==> src/rtl/sram_uart_pkg.sv <==
// Shared types and register map for the SRAM-to-UART DMA engine.
// UART register offsets and the control value that launches a transmit.
package sram_uart_pkg;

    typedef enum logic [3:0] {
        ST_IDLE       = 4'd0,
        ST_CFG_BAUD   = 4'd1,
        ST_CFG_CTRL   = 4'd2,
        ST_RD_REQ     = 4'd3,
        ST_RD_WAIT    = 4'd4,
        ST_WR_DATA    = 4'd5,
        ST_WR_GO      = 4'd6,
        ST_WAIT_START = 4'd7,
        ST_WAIT_TX    = 4'd8,
        ST_DONE       = 4'd9
    } state_t;

    localparam logic [1:0] UART_REG_BAUD = 2'd0;
    localparam logic [1:0] UART_REG_CTRL = 2'd1;
    localparam logic [1:0] UART_REG_TXD  = 2'd2;
    localparam logic [1:0] UART_REG_CFG  = 2'd3;

    localparam logic [7:0] CTRL_TX_GO = 8'h80;

endpackage

==> src/rtl/dma_watchdog.sv <==
// Wait-state timeout counter for sram_uart_dma; only built when
// SRAM_UART_DMA_TIMEOUT_EN is defined.
module dma_watchdog #(
    parameter int TIMEOUT_CYC = 4096
) (
    input  logic clk,
    input  logic rst,
    input  logic clear,
    input  logic run,
    output logic timeout
);

    localparam int CW = $clog2(TIMEOUT_CYC + 1);

    logic [CW-1:0] cnt_q;
    logic          at_limit;

    assign at_limit = (cnt_q == CW'(TIMEOUT_CYC));
    assign timeout  = run && at_limit;

    // Saturates at the limit so a stalled FSM keeps seeing the timeout.
    always_ff @(posedge clk) begin
        if (rst || clear) begin
            cnt_q <= '0;
        end else if (run && !at_limit) begin
            cnt_q <= cnt_q + 1'b1;
        end
    end

endmodule

==> src/rtl/sram_uart_dma.sv <==
// Streams len bytes from SRAM into a memory-mapped UART, one frame at a time.
// Define SRAM_UART_DMA_TIMEOUT_EN to add the wait-state watchdog and err output.
module sram_uart_dma
    import sram_uart_pkg::*;
#(
    parameter int AW          = 3,
    parameter int BAUD_DIV    = 130,
    parameter int TIMEOUT_CYC = 4096
) (
    input  logic          clk,
    input  logic          rst,
    input  logic          start,
    input  logic [AW-1:0] base_addr,
    input  logic [AW:0]   len,
    output logic [AW-1:0] sram_addr,
    output logic          sram_re,
    input  logic [7:0]    sram_rdata,
    output logic [1:0]    uart_addr,
    output logic [7:0]    uart_wdata,
    output logic          uart_we,
    input  logic          uart_tx_busy,
    output logic          busy,
    output logic          done,
    output logic [AW:0]   sent_cnt,
`ifdef SRAM_UART_DMA_TIMEOUT_EN
    output logic          err,
`endif
    output state_t        dbg_state
);

    localparam logic [7:0] BAUD_LO = 8'(BAUD_DIV);

    // sram_re and uart_we are single-cycle strobes with no back-pressure:
    // SRAM data is sampled one cycle after sram_re, and UART completion is
    // observed only through uart_tx_busy rising and then falling.

    state_t        state_q;
    state_t        state_d;
    logic [AW-1:0] addr_q;
    logic [AW:0]   len_q;
    logic [AW:0]   cnt_q;
    logic [AW:0]   cnt_inc;
    logic [7:0]    data_q;
    logic          accept;
    logic          byte_done;
    logic          in_wait;
    logic          wd_timeout;

    assign accept    = (state_q == ST_IDLE) && start;
    assign byte_done = (state_q == ST_WAIT_TX) && !uart_tx_busy;
    assign in_wait   = (state_q == ST_WAIT_START) || (state_q == ST_WAIT_TX);
    assign cnt_inc   = cnt_q + 1'b1;

`ifdef SRAM_UART_DMA_TIMEOUT_EN
    logic wd_clear;
    logic err_q;

    // Restart the count on every entry into a wait state.
    assign wd_clear = ((state_q != ST_WAIT_START) && (state_d == ST_WAIT_START)) ||
                      ((state_q == ST_WAIT_START) && (state_d == ST_WAIT_TX));

    dma_watchdog #(
        .TIMEOUT_CYC (TIMEOUT_CYC)
    ) u_watchdog (
        .clk     (clk),
        .rst     (rst),
        .clear   (wd_clear),
        .run     (in_wait),
        .timeout (wd_timeout)
    );

    always_ff @(posedge clk) begin
        if (rst || accept) begin
            err_q <= 1'b0;
        end else if (in_wait && wd_timeout) begin
            err_q <= 1'b1;
        end
    end

    assign err = err_q;
`else
    logic unused_timeout_cfg;
    assign unused_timeout_cfg = ^TIMEOUT_CYC;
    assign wd_timeout         = 1'b0;
`endif

    always_ff @(posedge clk) begin
        if (rst) begin
            state_q <= ST_IDLE;
        end else begin
            state_q <= state_d;
        end
    end

    always_comb begin
        state_d = state_q;
        case (state_q)
            ST_IDLE:       if (start) state_d = ST_CFG_BAUD;
            ST_CFG_BAUD:   state_d = ST_CFG_CTRL;
            ST_CFG_CTRL:   state_d = (len_q == '0) ? ST_DONE : ST_RD_REQ;
            ST_RD_REQ:     state_d = ST_RD_WAIT;
            ST_RD_WAIT:    state_d = ST_WR_DATA;
            ST_WR_DATA:    state_d = ST_WR_GO;
            ST_WR_GO:      state_d = ST_WAIT_START;
            ST_WAIT_START: begin
                if (uart_tx_busy)    state_d = ST_WAIT_TX;
                else if (wd_timeout) state_d = ST_DONE;
            end
            ST_WAIT_TX: begin
                if (!uart_tx_busy)   state_d = (cnt_inc < len_q) ? ST_RD_REQ : ST_DONE;
                else if (wd_timeout) state_d = ST_DONE;
            end
            ST_DONE:       state_d = ST_IDLE;
            default:       state_d = ST_IDLE;
        endcase
    end

    always_comb begin
        sram_re    = 1'b0;
        uart_we    = 1'b0;
        uart_addr  = '0;
        uart_wdata = '0;
        case (state_q)
            ST_CFG_BAUD: begin
                uart_we    = 1'b1;
                uart_addr  = UART_REG_BAUD;
                uart_wdata = BAUD_LO;
            end
            ST_CFG_CTRL, ST_WR_GO: begin
                uart_we    = 1'b1;
                uart_addr  = UART_REG_CTRL;
                uart_wdata = CTRL_TX_GO;
            end
            ST_RD_REQ: sram_re = 1'b1;
            ST_WR_DATA: begin
                uart_we    = 1'b1;
                uart_addr  = UART_REG_TXD;
                uart_wdata = data_q;
            end
            default: ;
        endcase
    end

    // Address wraps naturally at 2^AW; sent_cnt is one bit wider so it can reach len.
    always_ff @(posedge clk) begin
        if (rst) begin
            addr_q <= '0;
            len_q  <= '0;
            cnt_q  <= '0;
            data_q <= '0;
        end else begin
            if (accept) begin
                addr_q <= base_addr;
                len_q  <= len;
                cnt_q  <= '0;
            end
            if (state_q == ST_RD_WAIT) begin
                data_q <= sram_rdata;
            end
            if (byte_done) begin
                addr_q <= addr_q + 1'b1;
                cnt_q  <= cnt_inc;
            end
        end
    end

    assign sram_addr = addr_q;
    assign sent_cnt  = cnt_q;
    assign busy      = (state_q != ST_IDLE) && (state_q != ST_DONE);
    assign done      = (state_q == ST_DONE);
    assign dbg_state = state_q;

endmodule
==> config.mk <==
export PLATFORM = sky130hd
export DESIGN_NAME = sram_uart_dma
export DESIGN_NICKNAME = d
export VERILOG_FILES = /design/src/rtl/sram_uart_pkg.sv /design/src/rtl/dma_watchdog.sv /design/src/rtl/sram_uart_dma.sv
export SDC_FILE = /design/constraint.sdc
export NUM_CORES = 1
export LEC_CHECK = 0
export BUFFER_PORTS_ARGS = -buffer_cell sky130_fd_sc_hd__buf_2
export CAP_MARGIN = 0
export CORE_MARGIN = 10
export CORE_UTILIZATION = 40
export CTS_CLUSTER_DIAMETER = 150
export DETAILED_ROUTE_END_ITERATION = 8
export GPL_ROUTABILITY_DRIVEN = 1
export PLACE_DENSITY = 0.7
export SLEW_MARGIN = 15
export SYNTH_ARGS = -nofsm -noshare
export SYNTH_HDL_FRONTEND = slang
export SYNTH_HIERARCHICAL = 1
export SYNTH_SLANG_ARGS = --single-unit
==> constraint.sdc <==
create_clock -name clk -period 3.5 [get_ports clk]
set_input_delay 0.7 -clock clk [delete_from_list [all_inputs] [get_ports clk]]
set_output_delay 0.7 -clock clk [all_outputs]
set_load 0.01 [all_outputs]
After elaboration in Yosys (flattened, before gate mapping). Index checks and enable logic that the tools add are counted. W data, S select, Z words.

Logic and storage cells: 46. Output and inout port bits: 25. Bits in registers: 23. Bits of input ports: 19.

Reduce and logical (&&, ||, !) cells: 11. $add $sub $neg: 2. Equality and inequality tests: 13. Magnitude comparators: 1. Mux-type cells: 14.

Operators by type and width (number): $pmux W4 S9 (1); $mux W4 (7); $pmux W8 S3 (1); $eq A4 B3 Y1 const B (4); $eq A4 B2 Y1 const B (2); $eq A4 B4 Y1 const B (2); $logic_not A4 Y1 (2); $mux W3 (2); $ne A2 B2 Y1 const B (3); $add A4 B1 Y4 const B (1); $eq A4 B1 Y1 const B (1); $lt A4 B4 Y1 (1); $ne A4 B4 Y1 const B (1); $pmux W2 S2 (1); $reduce_bool A4 Y1 (1); $reduce_or A4 Y1 (1); $add A3 B1 Y3 const B (1); $logic_and A1 B1 Y1 (3); $reduce_and A3 Y1 (1); $mux W1 (2); $reduce_bool A2 Y1 (1); $reduce_or A2 Y1 (1); $logic_not A1 Y1 (1).

Longest topological paths before layout. Gate-level depths: netlist (run 1).

Depth after elaboration: 5. Depth in mapped cells: 7.

Worst setup path before layout (run 1). OpenSTA, ideal clock, no wires.

Kind: register to output. From: register state_q[0] (netlist: dbg_state[0]). To: output port uart_wdata[0]. Required time: 2.800 ns. Setup slack: 1.477 ns. Data arrival time: 1.323 ns. Cell stages (with the launch flop): 5. Path through: dfxtp_1 > buf_2 > nand2b_1 > nor2_1 > and2_1.

Cells in the longest elaborated chain, start to end: 3. Elaborated cells on any way between the ends: 6. Classes of those cells: 4 x eq/ne; 1 x mux; 1 x reduce/logical.

RTL lines: start, declared (line sram_uart_dma.sv:37) `state_t state_q;`; start signal, assigned (line sram_uart_dma.sv:91) `state_q <= state_d;`; $eq A4 B2 Y1 or $eq A4 B3 Y1 (tied branches) (line sram_uart_dma.sv:123) `case (state_q)`; $reduce_or A2 Y1 (line sram_uart_dma.sv:123); $pmux W8 S3 * (line sram_uart_dma.sv:123); end, declared (line sram_uart_dma.sv:19) `output logic [7:0] uart_wdata,`.

Every way passes the cells marked *; elsewhere a longest branch is shown, timed or not.

Worst setup path after layout (run 1).
From: register state_q[2] (netlist: dbg_state[2]). To: output port uart_wdata[4].

The elaborated chain is that of the path after synthesis.

==> results.md, run 1 <==
- Post-synth top area cell: dfxtp_1
- Sw Ratio: slightly above 30%
- # IOs: 44
- R2r startpoint: dbg_state[3]$_SDFFE_PP0P_
- Hold Vio Cnt, Final: 0
- Top FF cell, synth: dfxtp_1
- Number of synthesized flops with an enable pin: 0
- Drt wl/cell: approximately 13 µm
- Most common cell after layout, fill and taps aside: buf_2
- Synth area leaders: dfxtp_1, nand2_1, a21oi_1
- Setup TNS: 0 ps
- Final net count: between 200 and 250
- Clk Latency, worst-skew pair: 300 ps
- Crit path required time: around 2800 ps
- Syn nets: 180
- Post-CTS Setup Inserts: 0
- Area Overhead vs Synth: 19.3%
- Multi-input gate area: around 750 µm²
- Routability Congestion: between 0.7 and 0.8
- Hold Path Origin: data_q[4]$_SDFFE_PP0P_
- Post-CTS Hold Buffers: 0
- Top cell type's share of synthesized area: between 30% and 40%
- CP max stage cell: dfxtp_1
- Post-synthesis register bit count: 23
- Num CTS Buffers: 3
- Die height: roughly 77 µm
- CTS clock-pin slew for the worst setup and hold paths: approximately 120 ps
- CTS root buffer: clkbuf_4
- Sink Count: 23
- P_int: approximately 0.38 mW
- Cell Area, Placed: ~1500 µm²
- Final non-filler cell total: 238
- CP cell instances: or2b_1 > nor2_1 > and2_1 > buf_2
- Outcome: finished, final reports clean
- Area of the core: about 3000 µm²
- Worst EP arrival: 1890 ps
- Number of core rows: 20
- Tcrit/Tclk final: between 70 and 80%
- Layout cells sized above 1: between 20% and 30%
- Comb pwr share: 23.4%
- CP Class: reg -> out
- Die Wd: about 77 µm
- Post-DP HPWL: about 2.4 mm
- Synth unique cells: 45
- Initial DRC Count: ~50
- Post-CTS Resized: 0
- Leak: roughly 0.72 nW
- RSZ-0062 raised after global routing: false
- Register area: 460 µm²
- First-pass GRT wire length: 5.52 mm
- Fill cells: between 300 and 400
- Slew Limit Fails: 0
- Warnings from Yosys: 6
- DRT antenna net count: 0
- Worst-path maximum fanout: 13
- H-tree depth: 1
- Via count: about 1200
- CP Capture Type: output pin
- Hold crit path type: reg -> reg
- Slew headroom: 57.9%
- Clk network pwr share: between 20% and 30%
- CP Buf/Inv Count: 1
- Residual DRC: 0
- Die Area: between 5000 and 6000 µm²
- Post-route cell area: about 1500 µm²
- Synthesized cell area: between 1000 and 1500 µm²
- Crit-path max cell delay: between 600 and 700 ps
- CTS tree: built
- Placed Cells: approximately 230
- Period minus WS final: 2590 ps
- Initial Utilization: 41.8%
- Most frequent cells in the layout: buf_2, nand2_1, dfxtp_1, a21oi_1, nor2_1
- Initial antenna violation count: 0
- Largest net degree at the start of global routing: 24
- Worst clock skew: between 2 and 3 ps
- Gr usage total: between 10 and 15%
- Post-Synthesis Cells: 156
- GRT Residual Overflow: 0
- IO buf count: 43
- FMAX: between 300 and 400 MHz
- Ant diodes: 0
- Vias in the first global route: around 1200
- CP top delay family: simple AND/OR/NAND/NOR gates
- Flop pwr share: between 50% and 60%
- Final wirelength: ~3.1 mm
- Final setup fails: 0
- Crit. Startpoint: dbg_state[2]$_SDFFE_PP0P_
- CTS max path bufs: 2
- Sw Pwr: between 0.15 and 0.2 mW
- Vias per inst: 4.95
- Pwr/cell area: 355 nW/µm²
- DR pass1 iterations: 4
- Worst-Margin Slew: between 600 and 700 ps
- Avg Cell Area, Syn: 8.25 µm²
- Max Cap Viol: 0
- Crit start category: flip-flop
- Worst-case vdd ir drop: between 0.3 and 0.4 mV
- Sequential element share of the synthesized area: a little over a third
- Asr flop ratio synth: 0%
## registers in the layout, summed over array words and instances, names as in the netlist
signal     flops
sent_cnt       4
len_q          4
data_q         8
sram_addr      3
dbg_state      4
## kinds of logic after synthesis
kind of cell / share of synthesized area (%)
adder cells (fa/ha/maj): 4.86
buffers and inverters: 5.73
AO/OA/AOI/OAI: 19.0
multiplexers: 2.33
flip-flops: 35.8
XOR/XNOR: 2.04
AND/OR/NAND/NOR: 30.2
## metal layers
metal | up-vias | share of wire, % | global-route usage [%]
met5 | - | 0 | 0
met1 | 516 | 53 | 13.6
met4 | 0 | 0.35 | 1.67
met2 | 39 | 41 | 17.5
li1 | 620 | - | -
met3 | 2 | 5.8 | 3.73
## cell usage after synthesis (2+ instances only)
cell type and number:
a21boi_0 2, a21o_1 2, a21oi_1 18, a22oi_1 3, and2_1 7, buf_2 2, clkbuf_1 4, dfxtp_1 23
ha_1 5, inv_1 7, mux2i_1 3, nand2_1 25, nand2b_1 2, nand3_1 7, nor2_1 9, nor3_1 4
or3_1 4, xor2_1 2
## worst register-to-register path, stage by stage (launching register included)
cell	delay [ps]
dfxtp_1	700
nor4b_4	440
and2_1	340
a221oi_2	100
nor4_2	250
## path summary, 6_finish.rpt
check,to,slack [ps],cells past startpoint
worst min register to register,data_q[4]$_SDFFE_PP0P_,460,2
worst min-delay path,data_q[4]$_SDFFE_PP0P_,460,2
worst max register to register,sram_addr[2]$_SDFFE_PP0P_,1590,4
worst max-delay path,uart_wdata[4],910,4
## through the flow
| step | setup WS [ps] | utilization [%] | hold slack (ps) | power [mW] |
|---|---|---|---|---|
| floorplan | 1480 | - | 432 | 0.388 |
| global placement | 1310 | 49.1 | 440 | 0.432 |
| detailed placement | 1230 | 49.1 | 445 | 0.432 |
| CTS | 872 | 49.9 | 463 | 0.555 |
| global route | 689 | 49.9 | 492 | 0.586 |
| finish | 911 | 49.9 | 460 | 0.545 |
## power by group through the flow
stage	Sequential, mW	Combinational, mW	Clock (mW)
floorplan	0.294	0.0938	0
global placement	0.303	0.129	0
detailed placement	0.303	0.129	0
CTS	0.298	0.129	0.128
global route	0.300	0.145	0.141
finish	0.297	0.128	0.120
## layout make-up
cell class | count | area share, %
sequential | 23 | 30.0
multi-input combinational | 117 | 49.0
inverter | 7 | 1.71
tap | 44 | 3.58
timing repair buffer | 43 | 14.0
clock buffer | 4 | 1.71
No activity file was read; power rests on OpenSTA's default activity.
==> run 2: changes to the inputs <==
==> constraint.sdc (replaced) <==
create_clock -name clk -period 2.63 [get_ports clk]
set_input_delay 0.526 -clock clk [delete_from_list [all_inputs] [get_ports clk]]
set_output_delay 0.526 -clock clk [all_outputs]
set_load 0.01 [all_outputs]
==> run 2 against run 1 <==
Clock-buffer cell count unchanged. Via count increased by 3.3%. Highest routed layer unchanged. Sequential cell count unchanged. Utilization increased by 0.24 points. Combinational power increased by 38%.
==> results.md, run 2 (synthesis gave the netlist of run 1 again) <==
- Clk network pwr share: 22.2% (+0.2 points)
- # IOs: 44 (unchanged)
- Area of the core: 3080 µm² (unchanged)
- GRT Residual Overflow: 0 (unchanged)
- DR pass1 iterations: 4 (unchanged)
- R2R cell count: 4 (unchanged)
- CP Capture Type: output pin
- Worst-case vdd ir drop: 0.384 mV (+27%)
- Drt wl/cell: 13.7 µm (+3.5%)
- DRT antenna net count: 0 (unchanged)
- Sink Count: 23 (unchanged)
- Residual DRC: 0 (unchanged)
- IO buf count: 43 (unchanged)
- Initial Utilization: 41.8% (unchanged)
- Hold crit path type: in -> reg
- Place WS: 615 ps (-615 ps)
- Gr usage total: 11.1% (+0.27 points)
- Reg with most FFs: data_q
- Area Overhead vs Synth: 19.9%
- Initial antenna violation count: 0 (unchanged)
- Most frequent cells in the layout: buf_2, nand2_1, dfxtp_1, a21oi_1, nor2_1
- Routability Congestion: 0.789 (+3.1%)
- Max FFs per register: 8 (unchanged)
- Ant diodes: 0 (unchanged)
- Post-DP HPWL: 2.48 mm (+5.0%)
- Crit start category: flip-flop
- RSZ-0062 raised after global routing: false
- Outcome: finished, final reports clean
- Comb pwr share: 24.0% (+0.6 points)
- R2r setup slk: 700 ps (-890 ps)
- Vias per inst: 5.09 (+2.9%)
- Die Wd: 76.7 µm (unchanged)
- CTS max path bufs: 2 (unchanged)
- Post-CTS Setup Inserts: 0 (unchanged)
- Largest net degree at the start of global routing: 24 (unchanged)
- Period minus WS final: roughly 2400 ps
- Crit path required time: 2100 ps (-700 ps)
- Setup TNS: 0 ps (unchanged)
- Hold Vio Cnt, Final: 0 (unchanged)
- FMAX: 421 MHz
- Final setup fails: 0 (unchanged)
- Worst Hold Path Cells: 3 (+1)
- Flop pwr share: 53.7% (-0.8 points)
- Most common cell after layout, fill and taps aside: buf_2
- Slew Limit Fails: 0 (unchanged)
- Sw Pwr: 0.229 mW (+36%)
- Worst clock skew: 6.11 ps (+3.59 ps)
- Initial DRC Count: 44 (-10%)
- Post-CTS Hold Buffers: 0 (unchanged)
- Post-CTS Resized: 0 (unchanged)
- R2r startpoint: dbg_state[3]$_SDFFE_PP0P_
- Layout cells sized above 1: 27.7% (+0.37 points)
- Die Area: 5890 µm² (unchanged)
- CTS root buffer: clkbuf_4
- Setup ws final: 257 ps (-655 ps)
- Die height: 76.7 µm (unchanged)
- Worst-Margin Slew: 692 ps (+65.6 ps)
- Max Cap Viol: 0 (unchanged)
- Reg2reg end: sram_addr[2]$_SDFFE_PP0P_
- CTS tree: built
- Via count: 1216 (+3.3%)
- Num CTS Buffers: 3 (unchanged)
- Number of core rows: 20 (unchanged)
- CTS clock-pin slew for the worst setup and hold paths: 130 ps (about the same)
- Vias in the first global route: 1224 (-0.49%)
- First-pass GRT wire length: 5.60 mm (+1.4%)
- Hold Path Origin: sram_rdata[2]
- Worst EP arrival: 1850 ps (-40 ps)
- H-tree depth: 1 (unchanged)
- Slew headroom: 53.5% (-4.4 points)
- Hold path endpoint: data_q[2]$_SDFFE_PP0P_
- Leak: 0.721 nW (+0.76%)
- Final core occ: 50.2% (+0.24 points)
- Final net count: 220 (+0.46%)
- P_int: 0.503 mW (+33%)
- Final wirelength: 3.27 mm (+3.9%)
- Clk Latency, worst-skew pair: 310 ps (about the same)
- Sw Ratio: 31.3% (+0.44 points)
- Tcrit/Tclk final: between 90% and 100%
- Worst-path maximum fanout: 12 (-1)
- CP Class: reg -> out
- Pwr/cell area: 474 nW/µm² (+34%)
## run 2: worst max path at each step
stage | from | end | cells after the start
after floorplan | dbg_state[0]$_SDFFE_PP0P_ | uart_wdata[0] | 4
after global placement | dbg_state[0]$_SDFFE_PP0P_ | uart_wdata[5] | 4
after detailed placement | dbg_state[0]$_SDFFE_PP0P_ | uart_wdata[4] | 4
after CTS | dbg_state[0]$_SDFFE_PP0P_ | uart_wdata[4] | 4
after global routing | dbg_state[0]$_SDFFE_PP0P_ | uart_wdata[4] | 4
final | dbg_state[0]$_SDFFE_PP0P_ | uart_wdata[4] | 4
## run 2: routing by layer
metal | global-route usage (%) | up-vias | routed length (µm)
li1 | - | 625 | -
met1 | 13.6 | 550 | 1600
met2 | 17.9 | 39 | 1420
met3 | 4.08 | 2 | 222
met4 | 2.42 | 0 | 22
met5 | 0 | - | 0
## run 2: worst max-delay path, cell delays in order, from the launching register on
cell      delay, ps
dfxtp_1         650
nand2b_1        240
nor2_1          330
and2_1          180
buf_2           130
## run 2: cell type report
| class | instances | area, µm² |
|---|---|---|
| timing repair buffer | 44 | 223 |
| sequential | 23 | 460 |
| multi-input combinational | 117 | 753 |
| tap | 44 | 55.1 |
| fill | 316 | 1530 |
| inverter | 7 | 26.3 |
| clock buffer | 4 | 26.3 |
## run 2: through the flow
stage,power [mW],instances,cell area (µm²),hold WS [ps]
after global routing,0.782,239,1540,434
after CTS,0.740,239,1540,430
after global placement,0.575,235,1520,440
after floorplan,0.516,156,1290,432
after detailed placement,0.577,235,1520,446
final,0.732,239,1540,440
## run 2: power by group through the flow
stage	clock network [mW]	logic [mW]	registers (mW)
finish	0.163	0.176	0.393
global route	0.187	0.197	0.397
CTS	0.170	0.177	0.393
detailed placement	0	0.176	0.401
global placement	0	0.175	0.400
floorplan	0	0.125	0.391
